**config.mk**
```make
export PLATFORM = sky130hd
export DESIGN_NAME = alu_writeback_flat
export DESIGN_NICKNAME = d
export VERILOG_FILES = /design/src/rtl/alu_writeback_if.sv /design/src/rtl/alu_writeback.sv /design/src/flat_wrapper.sv
export SDC_FILE = /design/constraint.sdc
export NUM_CORES = 1
export LEC_CHECK = 0
export BUFFER_PORTS_ARGS = -buffer_cell sky130_fd_sc_hd__buf_2
export CAP_MARGIN = 20
export CORE_MARGIN = 8
export CORE_UTILIZATION = 45
export DETAILED_ROUTE_END_ITERATION = 10
export GPL_TIMING_DRIVEN = 0
export PLACE_DENSITY = 0.73
export SLEW_MARGIN = 20
export SYNTH_ARGS = -nofsm -noshare
export SYNTH_HDL_FRONTEND = slang
export SYNTH_SLANG_ARGS = --single-unit
```
**constraint.sdc**
```tcl
create_clock -name clk -period 10.2 [get_ports clk]
set_clock_uncertainty 0.15 [all_clocks]
set_input_delay 0.51 -clock clk [delete_from_list [all_inputs] [get_ports clk]]
set_output_delay 0.51 -clock clk [all_outputs]
set_load 0.05 [all_outputs]
```
**src/rtl/alu_writeback_if.sv**
```systemverilog
// Bundles the ALU-to-writeback instruction bus and the register-file write port.
// The master side drives instructions and write acceptance; the slave side is the stage.
interface alu_writeback_if #(
  parameter int DATA_W = 32,
  parameter int RA_W   = 4
);
  logic                 in_valid;
  logic                 in_ready;
  logic [3:0]           in_opcode;
  logic [3:0]           in_cond;
  logic                 in_s;
  logic [RA_W-1:0]      in_rd;
  logic [DATA_W-1:0]    in_result;
  logic [3:0]           in_new_flag;
  logic [3:0]           flag;
  logic                 wb_valid;
  logic                 wb_ready;
  logic [RA_W-1:0]      wb_rd;
  logic [DATA_W-1:0]    wb_data;
  logic [2**RA_W-1:0]   pending_mask;
  logic [15:0]          retire_cnt;
  logic [15:0]          squash_cnt;

  modport master (
    output in_valid, in_opcode, in_cond, in_s, in_rd, in_result, in_new_flag, wb_ready,
    input  in_ready, flag, wb_valid, wb_rd, wb_data, pending_mask, retire_cnt, squash_cnt
  );

  modport slave (
    input  in_valid, in_opcode, in_cond, in_s, in_rd, in_result, in_new_flag, wb_ready,
    output in_ready, flag, wb_valid, wb_rd, wb_data, pending_mask, retire_cnt, squash_cnt
  );
endinterface

```
**src/rtl/alu_writeback.sv**
```systemverilog
// Writeback/flag stage after the ALU: condition check, NZCV ownership, 2-entry write queue.
// Define ALU_WB_STATS_EN to build the retire/squash counters; otherwise they read as zero.
module alu_writeback #(
  parameter int DATA_W = 32,
  parameter int RA_W   = 4
) (
  input logic          clk,
  input logic          reset,
  alu_writeback_if.slave bus
);

  logic [3:0]        r_flag;
  logic [1:0]        r_count;
  logic              r_wptr;
  logic              r_rptr;
  logic [RA_W-1:0]   r_rd   [2];
  logic [DATA_W-1:0] r_data [2];

  logic w_n, w_z, w_c, w_v;
  logic w_pass;
  logic w_accept;
  logic w_push;
  logic w_pop;
  logic w_flag_upd;
  logic [2**RA_W-1:0] w_mask;

  assign {w_n, w_z, w_c, w_v} = r_flag;

  always_comb begin
    w_pass = 1'b0;
    case (bus.in_cond)
      4'h0: w_pass = w_z;
      4'h1: w_pass = !w_z;
      4'h2: w_pass = w_c;
      4'h3: w_pass = !w_c;
      4'h4: w_pass = w_n;
      4'h5: w_pass = !w_n;
      4'h6: w_pass = w_v;
      4'h7: w_pass = !w_v;
      4'h8: w_pass = w_c & !w_z;
      4'h9: w_pass = !w_c | w_z;
      4'hA: w_pass = (w_n == w_v);
      4'hB: w_pass = (w_n != w_v);
      4'hC: w_pass = !w_z & (w_n == w_v);
      4'hD: w_pass = w_z | (w_n != w_v);
      4'hE: w_pass = 1'b1;
      default: w_pass = 1'b0;
    endcase
  end

  // Only ALU opcodes below CMP produce a register result.
  assign w_accept   = bus.in_valid & bus.in_ready;
  assign w_push     = w_accept & w_pass & (bus.in_opcode < 4'd11);
  assign w_flag_upd = w_accept & w_pass & (bus.in_s | (bus.in_opcode == 4'd11));
  assign w_pop      = bus.wb_valid & bus.wb_ready;

  always_ff @(posedge clk) begin
    if (reset) begin
      r_flag  <= 4'b0000;
      r_count <= 2'd0;
      r_wptr  <= 1'b0;
      r_rptr  <= 1'b0;
    end else begin
      if (w_flag_upd) r_flag <= bus.in_new_flag;
      if (w_push)     r_wptr <= ~r_wptr;
      if (w_pop)      r_rptr <= ~r_rptr;
      r_count <= r_count + {1'b0, w_push} - {1'b0, w_pop};
    end
  end

  // Entry storage needs no reset: every reader is gated by r_count.
  always_ff @(posedge clk) begin
    if (w_push) begin
      r_rd[r_wptr]   <= bus.in_rd;
      r_data[r_wptr] <= bus.in_result;
    end
  end

  always_comb begin
    w_mask = '0;
    if (r_count != 2'd0) w_mask[r_rd[r_rptr]]  = 1'b1;
    if (r_count == 2'd2) w_mask[r_rd[~r_rptr]] = 1'b1;
  end

  assign bus.in_ready     = (r_count != 2'd2);
  assign bus.flag         = r_flag;
  assign bus.wb_valid     = (r_count != 2'd0);
  assign bus.wb_rd        = bus.wb_valid ? r_rd[r_rptr]   : '0;
  assign bus.wb_data      = bus.wb_valid ? r_data[r_rptr] : '0;
  assign bus.pending_mask = w_mask;

`ifdef ALU_WB_STATS_EN
  logic [15:0] r_retire;
  logic [15:0] r_squash;

  always_ff @(posedge clk) begin
    if (reset) begin
      r_retire <= 16'd0;
      r_squash <= 16'd0;
    end else if (w_accept) begin
      if (w_pass) r_retire <= r_retire + 16'd1;
      else        r_squash <= r_squash + 16'd1;
    end
  end

  assign bus.retire_cnt = r_retire;
  assign bus.squash_cnt = r_squash;
`else
  assign bus.retire_cnt = 16'd0;
  assign bus.squash_cnt = 16'd0;
`endif

endmodule
```
**src/flat_wrapper.sv**
```systemverilog
// flat-port wrapper written by rule: the top's interface ports become plain ports
module alu_writeback_flat 
#(
  parameter int DATA_W = 32,
  parameter int RA_W   = 4
)
  (clk, reset, bus_in_valid, bus_in_opcode, bus_in_cond, bus_in_s, bus_in_rd, bus_in_result, bus_in_new_flag, bus_wb_ready, bus_in_ready, bus_flag, bus_wb_valid, bus_wb_rd, bus_wb_data, bus_pending_mask, bus_retire_cnt, bus_squash_cnt);
  alu_writeback_if #(.DATA_W(DATA_W), .RA_W(RA_W)) bus_i ();
  input logic clk;
  input logic reset;
  input wire logic [$bits(bus_i.in_valid)-1:0] bus_in_valid;
  input wire logic [$bits(bus_i.in_opcode)-1:0] bus_in_opcode;
  input wire logic [$bits(bus_i.in_cond)-1:0] bus_in_cond;
  input wire logic [$bits(bus_i.in_s)-1:0] bus_in_s;
  input wire logic [$bits(bus_i.in_rd)-1:0] bus_in_rd;
  input wire logic [$bits(bus_i.in_result)-1:0] bus_in_result;
  input wire logic [$bits(bus_i.in_new_flag)-1:0] bus_in_new_flag;
  input wire logic [$bits(bus_i.wb_ready)-1:0] bus_wb_ready;
  output wire logic [$bits(bus_i.in_ready)-1:0] bus_in_ready;
  output wire logic [$bits(bus_i.flag)-1:0] bus_flag;
  output wire logic [$bits(bus_i.wb_valid)-1:0] bus_wb_valid;
  output wire logic [$bits(bus_i.wb_rd)-1:0] bus_wb_rd;
  output wire logic [$bits(bus_i.wb_data)-1:0] bus_wb_data;
  output wire logic [$bits(bus_i.pending_mask)-1:0] bus_pending_mask;
  output wire logic [$bits(bus_i.retire_cnt)-1:0] bus_retire_cnt;
  output wire logic [$bits(bus_i.squash_cnt)-1:0] bus_squash_cnt;
  assign bus_i.in_valid = bus_in_valid;
  assign bus_i.in_opcode = bus_in_opcode;
  assign bus_i.in_cond = bus_in_cond;
  assign bus_i.in_s = bus_in_s;
  assign bus_i.in_rd = bus_in_rd;
  assign bus_i.in_result = bus_in_result;
  assign bus_i.in_new_flag = bus_in_new_flag;
  assign bus_i.wb_ready = bus_wb_ready;
  assign bus_in_ready = bus_i.in_ready;
  assign bus_flag = bus_i.flag;
  assign bus_wb_valid = bus_i.wb_valid;
  assign bus_wb_rd = bus_i.wb_rd;
  assign bus_wb_data = bus_i.wb_data;
  assign bus_pending_mask = bus_i.pending_mask;
  assign bus_retire_cnt = bus_i.retire_cnt;
  assign bus_squash_cnt = bus_i.squash_cnt;
  alu_writeback #(.DATA_W(DATA_W), .RA_W(RA_W)) u_core (.clk(clk), .reset(reset), .bus(bus_i));
endmodule
```
==> results.json, run 1 <==
{
  "gp_congestion": 0.855,
  "io_pins": 143,
  "grt_max_degree": 30,
  "synth_area_mm2": 0.00401,
  "synth_edf_count": 72,
  "ys_seq_elements": 81,
  "antenna_found_initial": 1,
  "cts_post_setup_buffers_inserted": 0,
  "maxSlewViolCount": 0,
  "row_count": 34,
  "cts_root_buffer": "clkbuf_8",
  "hold_buffers": 0,
  "async_reset_ff_share_pct": 0,
  "ant_nets": 0,
  "die_area_mm2": 0.0122,
  "min_period_over_period_pct": 30.4,
  "syn_avg_cell_area_um2": 12.1,
  "tns_ps": 0,
  "routed_wl_um": 9280,
  "critPathCaptureType": "output port",
  "first_iter_violations": 130,
  "start_util_pct": 46.3,
  "final_cell_area_mm2": 0.00505,
  "yosysSeqAreaShare_pct": 58.4,
  "ir_drop_mv": 0.161,
  "dpl_cell_area_mm2": 0.00487,
  "layout_commonest_cell": "buf_2",
  "grt_pass1_vias": 3101,
  "vias": 2973,
  "diodes": 0,
  "clock.fmax_ghz": 0.322,
  "drive_gt1_share_pct": 35.7,
  "cts_made_buffers": 9,
  "rsz0062_at_grt": "no",
  "port_buffers": 108,
  "hpwl_um": 7230,
  "cp_max_fo": 10,
  "final_cell_mix": "buf_2 (113), edfxtp_1 (72), nor2_1 (45)",
  "cts.path.max_buffers": 2,
  "critPathLaunchType": "flip-flop",
  "die_w_um": 110,
  "clk_pin_slew_ps": 90,
  "critical_path_class": "flip-flop to output port",
  "p_per_area_mw_per_mm2": 240,
  "synth_warnings": 0,
  "htreeDepth": 3,
  "die_y_um": 110,
  "critPathArrivalTime_ps": 2440,
  "fin_nets": 543,
  "drc_errors": 0,
  "p_leak_nw": 2.13,
  "grt_pass1_wl_um": 15200,
  "max_cap_violations": 0,
  "min_period_ps": 3100,
  "rrSetupSlack_ps": 7650,
  "clk_latency_ps": 340,
  "dr.pass1.iters": 4,
  "cts_tree": "yes",
  "hp-class": "input port to flip-flop",
  "fin_util_pct": 58.2,
  "clkSinkCount": 81,
  "required_ps": 9540,
  "core-area_mm2": 0.00868,
  "finalHoldViolCount": 0,
  "synth_cell_types": 48,
  "relSlewSlack_pct": 66.5,
  "wl_per_cell_um": 15.4,
  "via_per_inst": 4.95,
  "cts-resized-gates": 0,
  "grt_usage_pct": 15.1,
  "worst_slew_pin_slew_ps": 502,
  "grt-ovfl-total": 0,
  "syn_inst": 333,
  "status": "completed",
  "finalSetupViolCount": 0,
  "synth_ff_type": "edfxtp_1",
  "syn_to_final_growth_pct": 25.8
}
## final timing paths
check | from | endpoint | depth (start not counted)
max | flip-flop | bus_wb_data[22] | 6
min | bus_in_result[6] | u_core.r_data[1][6]$_DFFE_PP_ | 1
max reg2reg | u_core.bus.flag[2]$_SDFFE_PP0P_ | u_core.r_data[0][23]$_DFFE_PP_ | 7
min reg2reg | u_core.bus.flag[1]$_SDFFE_PP0P_ | u_core.bus.flag[1]$_SDFFE_PP0P_ | 2
## power by group
part,internal (mW),switching [mW]
clock,0.0926,0.122
sequential,0.385,0.00981
combinational,0.147,0.456
total,0.625,0.588
## kinds of logic after synthesis
family                   after synthesis  share of synthesized area, %
AND/OR/NAND/NOR                      106                          13.4
flip-flops                            81                          58.4
buffers and inverters                 57                          8.57
multiplexers                          42                          10.5
AO/OA/AOI/OAI                         38                          7.11
XOR/XNOR                               6                          1.31
adder cells (fa/ha/maj)                2                         0.623
other                                  1                        0.0934
## through the flow
step | std cells | hold WS, ps | power [mW] | worst slack (ps)
after floorplan | 364 | 349 | 0.870 | 5490
after global placement | 580 | 356 | 1.00 | 4000
after detailed placement | 585 | 367 | 1.01 | 7380
after CTS | 601 | 174 | 1.23 | 7030
after global routing | 601 | 164 | 1.28 | 6800
final | 601 | 194 | 1.21 | 7100
## synth_stat cells (all sizes together) (2+ instances only)
library cell	n	area, um^2
nand3	4	20.0
o21ai	4	20.0
buf	40	280
and2	2	12.5
nand3b	2	15.0
nand2b	17	106
ha	2	25.0
nor3	6	41.3
nor3b	2	15.0
xnor2	5	43.8
dfxtp	9	180
nor2	46	175
a22oi	3	27.5
a31oi	3	18.8
clkbuf	8	30.0
edfxtp	72	2160
or2b	2	15.0
o22a	2	17.5
inv	9	33.8
nor2b	7	43.8
o32ai	4	35.0
mux2i	41	410
nand2	12	45.0
and3b	2	21.3
o22ai	12	75.1
## cell type report
type | instances | area [um^2]
Multi-Input combinational cell | 226 | 1450
Fill cell | 777 | 3630
Buffer | 48 | 310
Timing Repair Buffer | 113 | 594
Sequential cell | 81 | 2340
Clock inverter | 7 | 58.8
Clock buffer | 9 | 124
Inverter | 9 | 33.8
Tap cell | 108 | 135
## layer usage
layer  wire (um)  part of all wire, %  vias to the layer above  global-route usage [%]
li1            -                    -                     1444                       -
met1        3910                   42                     1362                    17.2
met2        4370                   47                      146                    25.0
met3         843                  9.1                       19                    6.44
met4         153                  1.6                        2                    4.86
met5          12                 0.13                        -                       0
## critical path, cell delays in order, from the launching register on
cell and delay (ps):
dfxtp_1 320, clkbuf_1 340, buf_1 450, buf_2 410
mux2i_1 270, nor2_1 70, buf_2 230
## flip-flops by register name (all words and copies together), names as in the netlist, named ones only
register and flops:
u_core.r_count 2, u_core.r_data 64, u_core.r_wptr 1, u_core.bus.flag 4, u_core.r_rptr 1, u_core.r_rd 8
Power figures use the tool's default switching activity.
==> run 2, diff against run 1 <==
PLACE_DENSITY = 0.76   (was 0.73)
clock period = 2.8 ns   (was 10.2 ns; I/O delays follow)
==> run 2 against run 1 <==
  * Sequential share of layout area decreased by 3.5 points
  * Via count increased by 3.5%
  * Largest power group unchanged
  * Worst setup slack got worse by 6900 ps
==> results.json, run 2 (synthesized netlist as in run 1, its figures left out) <==
{
  "cp_common_cell": "buf_8",
  "die_y_um": 110,
  "cp_cell_sequence": "and3b_4 > a22oi_2 > mux2i_1 > o311a_4 > nor3_4 > buf_8 > buf_8",
  "grt_pass1_vias": 3318,
  "cp_slowest_cell": "nor3_4",
  "worst_slew_pin_slew_ps": 595,
  "min_period_over_period_pct": 93.1,
  "final_cell_mix": "buf_2 (113), edfxtp_1 (72), nor2_1 (45)",
  "io_pins": 143,
  "antenna_found_initial": 0,
  "die_area_mm2": 0.0122,
  "relSlewSlack_pct": 60.2,
  "finalSetupViolCount": 0,
  "layout_commonest_cell": "buf_2",
  "cts_root_buffer": "clkbuf_8",
  "clk_pin_slew_ps": 80,
  "routed_wl_um": 9660,
  "clkSinkCount": 81,
  "grt_max_degree": 37,
  "core-area_mm2": 0.00868,
  "hpwl_um": 6940,
  "grt_pass1_wl_um": 15800,
  "start_util_pct": 46.3,
  "required_ps": 2700,
  "critPathCaptureType": "flip-flop",
  "multi_input_area_mm2": 0.00146,
  "clk_latency_ps": 330,
  "rsz0062_at_grt": "no",
  "layout.cells.non_filler": 640,
  "fin_nets": 583,
  "hp-class": "input port to flip-flop",
  "drive_gt1_share_pct": 33.1,
  "critPathTopFamily": "simple AND/OR/NAND/NOR gates",
  "ant_nets": 0,
  "finalHoldViolCount": 0,
  "critPathArrivalTime_ps": 2500,
  "gp_congestion": 0.812,
  "p_leak_nw": 2.29,
  "power_mw": 4.50,
  "grt-ovfl-total": 0,
  "fillers": 681,
  "largest_register_ffs": 64,
  "via_per_inst": 4.81,
  "diodes": 0,
  "dr.pass1.iters": 4,
  "vias": 3076,
  "dp_cells": 582,
  "worstPathBufferInverterCount": 2,
  "htreeDepth": 3,
  "critical_path_class": "flip-flop to flip-flop",
  "port_buffers": 108,
  "cts_made_buffers": 9,
  "max_cap_violations": 0,
  "syn_to_final_growth_pct": 36.4,
  "cts_post_setup_buffers_inserted": 0,
  "tns_ps": 0,
  "die_w_um": 110,
  "status": "completed",
  "drc_errors": 0,
  "cp_max_fo": 14,
  "cts.path.max_buffers": 2,
  "cts_tree": "yes",
  "register_area_mm2": 0.00235,
  "wl_per_cell_um": 15.1,
  "clock.fmax_ghz": 0.384,
  "first_iter_violations": 128,
  "top_register": "u_core.r_data",
  "p_per_area_mw_per_mm2": 821,
  "maxSlewViolCount": 0,
  "min_period_ps": 2610,
  "row_count": 34,
  "ir_drop_mv": 0.551,
  "grt_usage_pct": 15.7,
  "critPathLaunchType": "flip-flop",
  "cpPeakStageDelay_ps": 470
}
## run 2: changes by cell type in the layout (fill, tap and decap cells not counted), sizes merged, moves of 2 or more
cell	previous run	this run
dlygate4sd3	0	43
clkbuf	17	19
inv	13	9
clkinv	2	4
buf	153	149
## run 2: repair_timing
action	in CTS	in global routing
gates resized for setup	0	2
endpoints found under the setup margin	0	72
hold endpoints to repair	76	0
hold buffers	43	0
## run 2: final cells by class
cell class	count	area share [%]
clock inverter	5	1.05
multi-input combinational	226	26.6
buffer	48	5.69
clock buffer	10	2.33
tap	108	2.47
timing repair buffer	153	18.3
sequential	81	42.9
inverter	9	0.617
## run 2: final timing paths
check                                         end  cells after the start                            start  slack, ps
setup / recovery   u_core.r_data[0][11]$_DFFE_PP_                      7  u_core.bus.flag[2]$_SDFFE_PP0P_        190
hold / removal         u_core.r_wptr$_SDFFE_PP0N_                      3                            reset         70
setup reg to reg   u_core.r_data[0][11]$_DFFE_PP_                      7  u_core.bus.flag[2]$_SDFFE_PP0P_        190
hold reg to reg   u_core.bus.flag[1]$_SDFFE_PP0P_                      2  u_core.bus.flag[1]$_SDFFE_PP0P_        360
## run 2: layer usage
layer  vias to the layer above  track usage, %  part of all wire, %
met5                         -               0                    0
met4                         0            6.13                 0.75
met3                         4            5.14                  7.1
met2                       115            27.4                   50
met1                      1433            17.2                   42
li1                       1524               -                    -
## run 2: per-stage QoR
| stage | area [um^2] | utilization [%] | setup slack (ps) | hold slack (ps) |
|---|---|---|---|---|
| floorplan | 4150 | - | 48.7 | 88.9 |
| global placement | 4830 | 55.6 | -341 | 178 |
| detailed placement | 4860 | 56.0 | 36.1 | 182 |
| CTS | 5470 | 63.0 | 22.0 | 54.4 |
| global route | 5470 | 63.1 | 61.5 | 80.1 |
| finish | 5470 | 63.1 | 193 | 72.9 |
## run 2: worst reg2reg max path, delay by kind of cell (launching register included)
kind	cells	cell delay [ps]
and+or+nand+nor	2	670
muxes	1	120
buffers and inverters	2	440
DFF	1	370
AOI/OAI and AO/OA	2	570
## run 2: power by group
group	total [mW]	internal, mW	switching (mW)
registers	1.44	1.40	0.0377
clock network	0.810	0.408	0.402
logic	2.24	0.576	1.67
total	4.50	2.39	2.11
==> run 3, diff against run 2 <==
GPL_TIMING_DRIVEN = not set   (was 0)
PLACE_DENSITY = 0.75   (was 0.76)
==> run 3 against run 2 <==
  * Sequential power increased by 3%
  * Sequential cell count is the same
  * Global-route usage is 0.73 points lower
  * Clock-buffer cell count unchanged
  * Utilization is 3.4 points lower
  * Largest power group unchanged
  * Non-clock buffer count is 44 lower
==> results.json, run 3 (synthesized netlist as in run 1, its figures left out) <==
{
  "grt-ovfl-total": 0,
  "dpl_cell_area_mm2": 0.00458,
  "grt_busiest_layer": "met2",
  "tns_ps": 0,
  "rsz0062_at_grt": "no",
  "via_per_inst": 4.96,
  "max_cap_violations": 0,
  "syn_to_final_growth_pct": 28.9,
  "clk_latency_ps": 340,
  "grt_max_degree": 30,
  "drc_errors": 0,
  "required_ps": 2510,
  "diodes": 0,
  "ant_nets": 0,
  "gp_congestion": 0.832,
  "hold_buffers": 41,
  "hpwl_um": 6490,
  "grt_use_met1_pct": 15.2,
  "clock.fmax_ghz": 0.392,
  "cp_max_fo": 21,
  "p_leak_nw": 2.09,
  "cts_root_buffer": "clkbuf_8",
  "layout_commonest_cell": "buf_2",
  "antenna_found_initial": 0,
  "core-area_mm2": 0.00868,
  "cts_made_buffers": 9,
  "grt_pass1_vias": 3181,
  "wl_per_cell_um": 15.7,
  "clkSinkCount": 81,
  "io_pins": 143,
  "min_period_ps": 2550,
  "grt_usage_pct": 15.0,
  "start_util_pct": 46.3,
  "rrSetupSlack_ps": 490,
  "min_period_over_period_pct": 91.1,
  "final_cell_mix": "buf_2 (110), edfxtp_1 (72), nor2_1 (44)",
  "port_buffers": 110,
  "hp-class": "input port to flip-flop",
  "clockPowerShare_pct": 18.3,
  "row_count": 34,
  "die_w_um": 110,
  "critical_path_class": "flip-flop to output port",
  "clk_pin_slew_ps": 70,
  "seqPwrFrac_pct": 33.7,
  "vias": 2959,
  "drive_gt1_share_pct": 29.7,
  "cts_tree": "yes",
  "fin_util_pct": 59.6,
  "top_register": "u_core.r_data",
  "critPathArrivalTime_ps": 2260,
  "cts-resized-gates": 0,
  "critPathLaunchType": "flip-flop",
  "cp_cell_sequence": "mux2i_1 > nand2_1 > o32ai_1 > buf_2",
  "routed_wl_um": 9350,
  "p_int_mw": 2.34,
  "swShare_pct": 47.1,
  "power_mw": 4.43,
  "dr.pass1.iters": 4,
  "p_switching_mw": 2.09,
  "cp_slowest_cell": "dfxtp_2",
  "first_iter_violations": 143,
  "final_cell_area_mm2": 0.00517,
  "critPathCaptureType": "output port",
  "grt_pass1_wl_um": 15100,
  "cts_post_setup_buffers_inserted": 0,
  "cts.path.max_buffers": 2,
  "maxSlewViolCount": 0,
  "ir_drop_mv": 0.402,
  "largest_register_ffs": 64,
  "htreeDepth": 3,
  "die_y_um": 110,
  "cpPeakStageDelay_ps": 620,
  "use_met3_pct": 6.01,
  "fin_nets": 539,
  "die_area_mm2": 0.0122,
  "status": "completed",
  "comb_power_share_pct": 48.0,
  "finalHoldViolCount": 0,
  "met2_usage_pct": 26.0,
  "finalSetupViolCount": 0,
  "p_per_area_mw_per_mm2": 856
}
-- run 3: critical path, delay by kind of cell, from the launching register on --
kind | cells | cell delay, ps
buffers and inverters | 1 | 330
DFF | 1 | 620
muxes | 1 | 410
and+or+nand+nor | 1 | 210
AOI/OAI and AO/OA | 1 | 340
-- run 3: metal layers --
| layer | vias up | wire length, um | part of all wire (%) |
|---|---|---|---|
| met2 | 133 | 4620 | 49 |
| met1 | 1374 | 3660 | 39 |
| met3 | 23 | 843 | 9.0 |
| met5 | - | 0 | 0 |
| met4 | 0 | 224 | 2.4 |
| li1 | 1429 | - | - |
-- run 3: final timing paths --
path,startpoint,to,depth (start not counted)
setup / recovery,flip-flop,bus_pending_mask[4],4
hold / removal,bus_wb_ready,flip-flop,4
setup reg to reg,u_core.bus.flag[2]$_SDFFE_PP0P_,u_core.r_data[1][5]$_DFFE_PP_,7
hold reg to reg,u_core.bus.flag[1]$_SDFFE_PP0P_,u_core.bus.flag[1]$_SDFFE_PP0P_,2
-- run 3: power groups by stage --
stage | clock network (mW) | registers (mW) | logic [mW]
after floorplan | 0 | 1.47 | 1.70
after global placement | 0 | 1.51 | 2.09
after detailed placement | 0 | 1.52 | 2.09
after CTS | 0.838 | 1.49 | 2.14
after global routing | 0.874 | 1.51 | 2.26
final | 0.811 | 1.49 | 2.13
-- run 3: cell type report --
type	count	area, um^2
multi-input cells	226	1460
clock buffers	10	128
well taps	108	135
fillers	708	3500
repair buffers	157	1010
flip-flops and latches	81	2350
inverters	9	33.8
clock inverters	5	57.6
-- run 3: metrics by stage --
| step | cells | hold slack (ps) | setup WS (ps) |
|---|---|---|---|
| after detailed placement | 540 | 182 | 492 |
| after global placement | 540 | 178 | 510 |
| after global routing | 596 | 137 | 58.5 |
| final | 596 | 109 | 251 |
| after CTS | 596 | 83.2 | 222 |
| after floorplan | 364 | 88.9 | 48.7 |
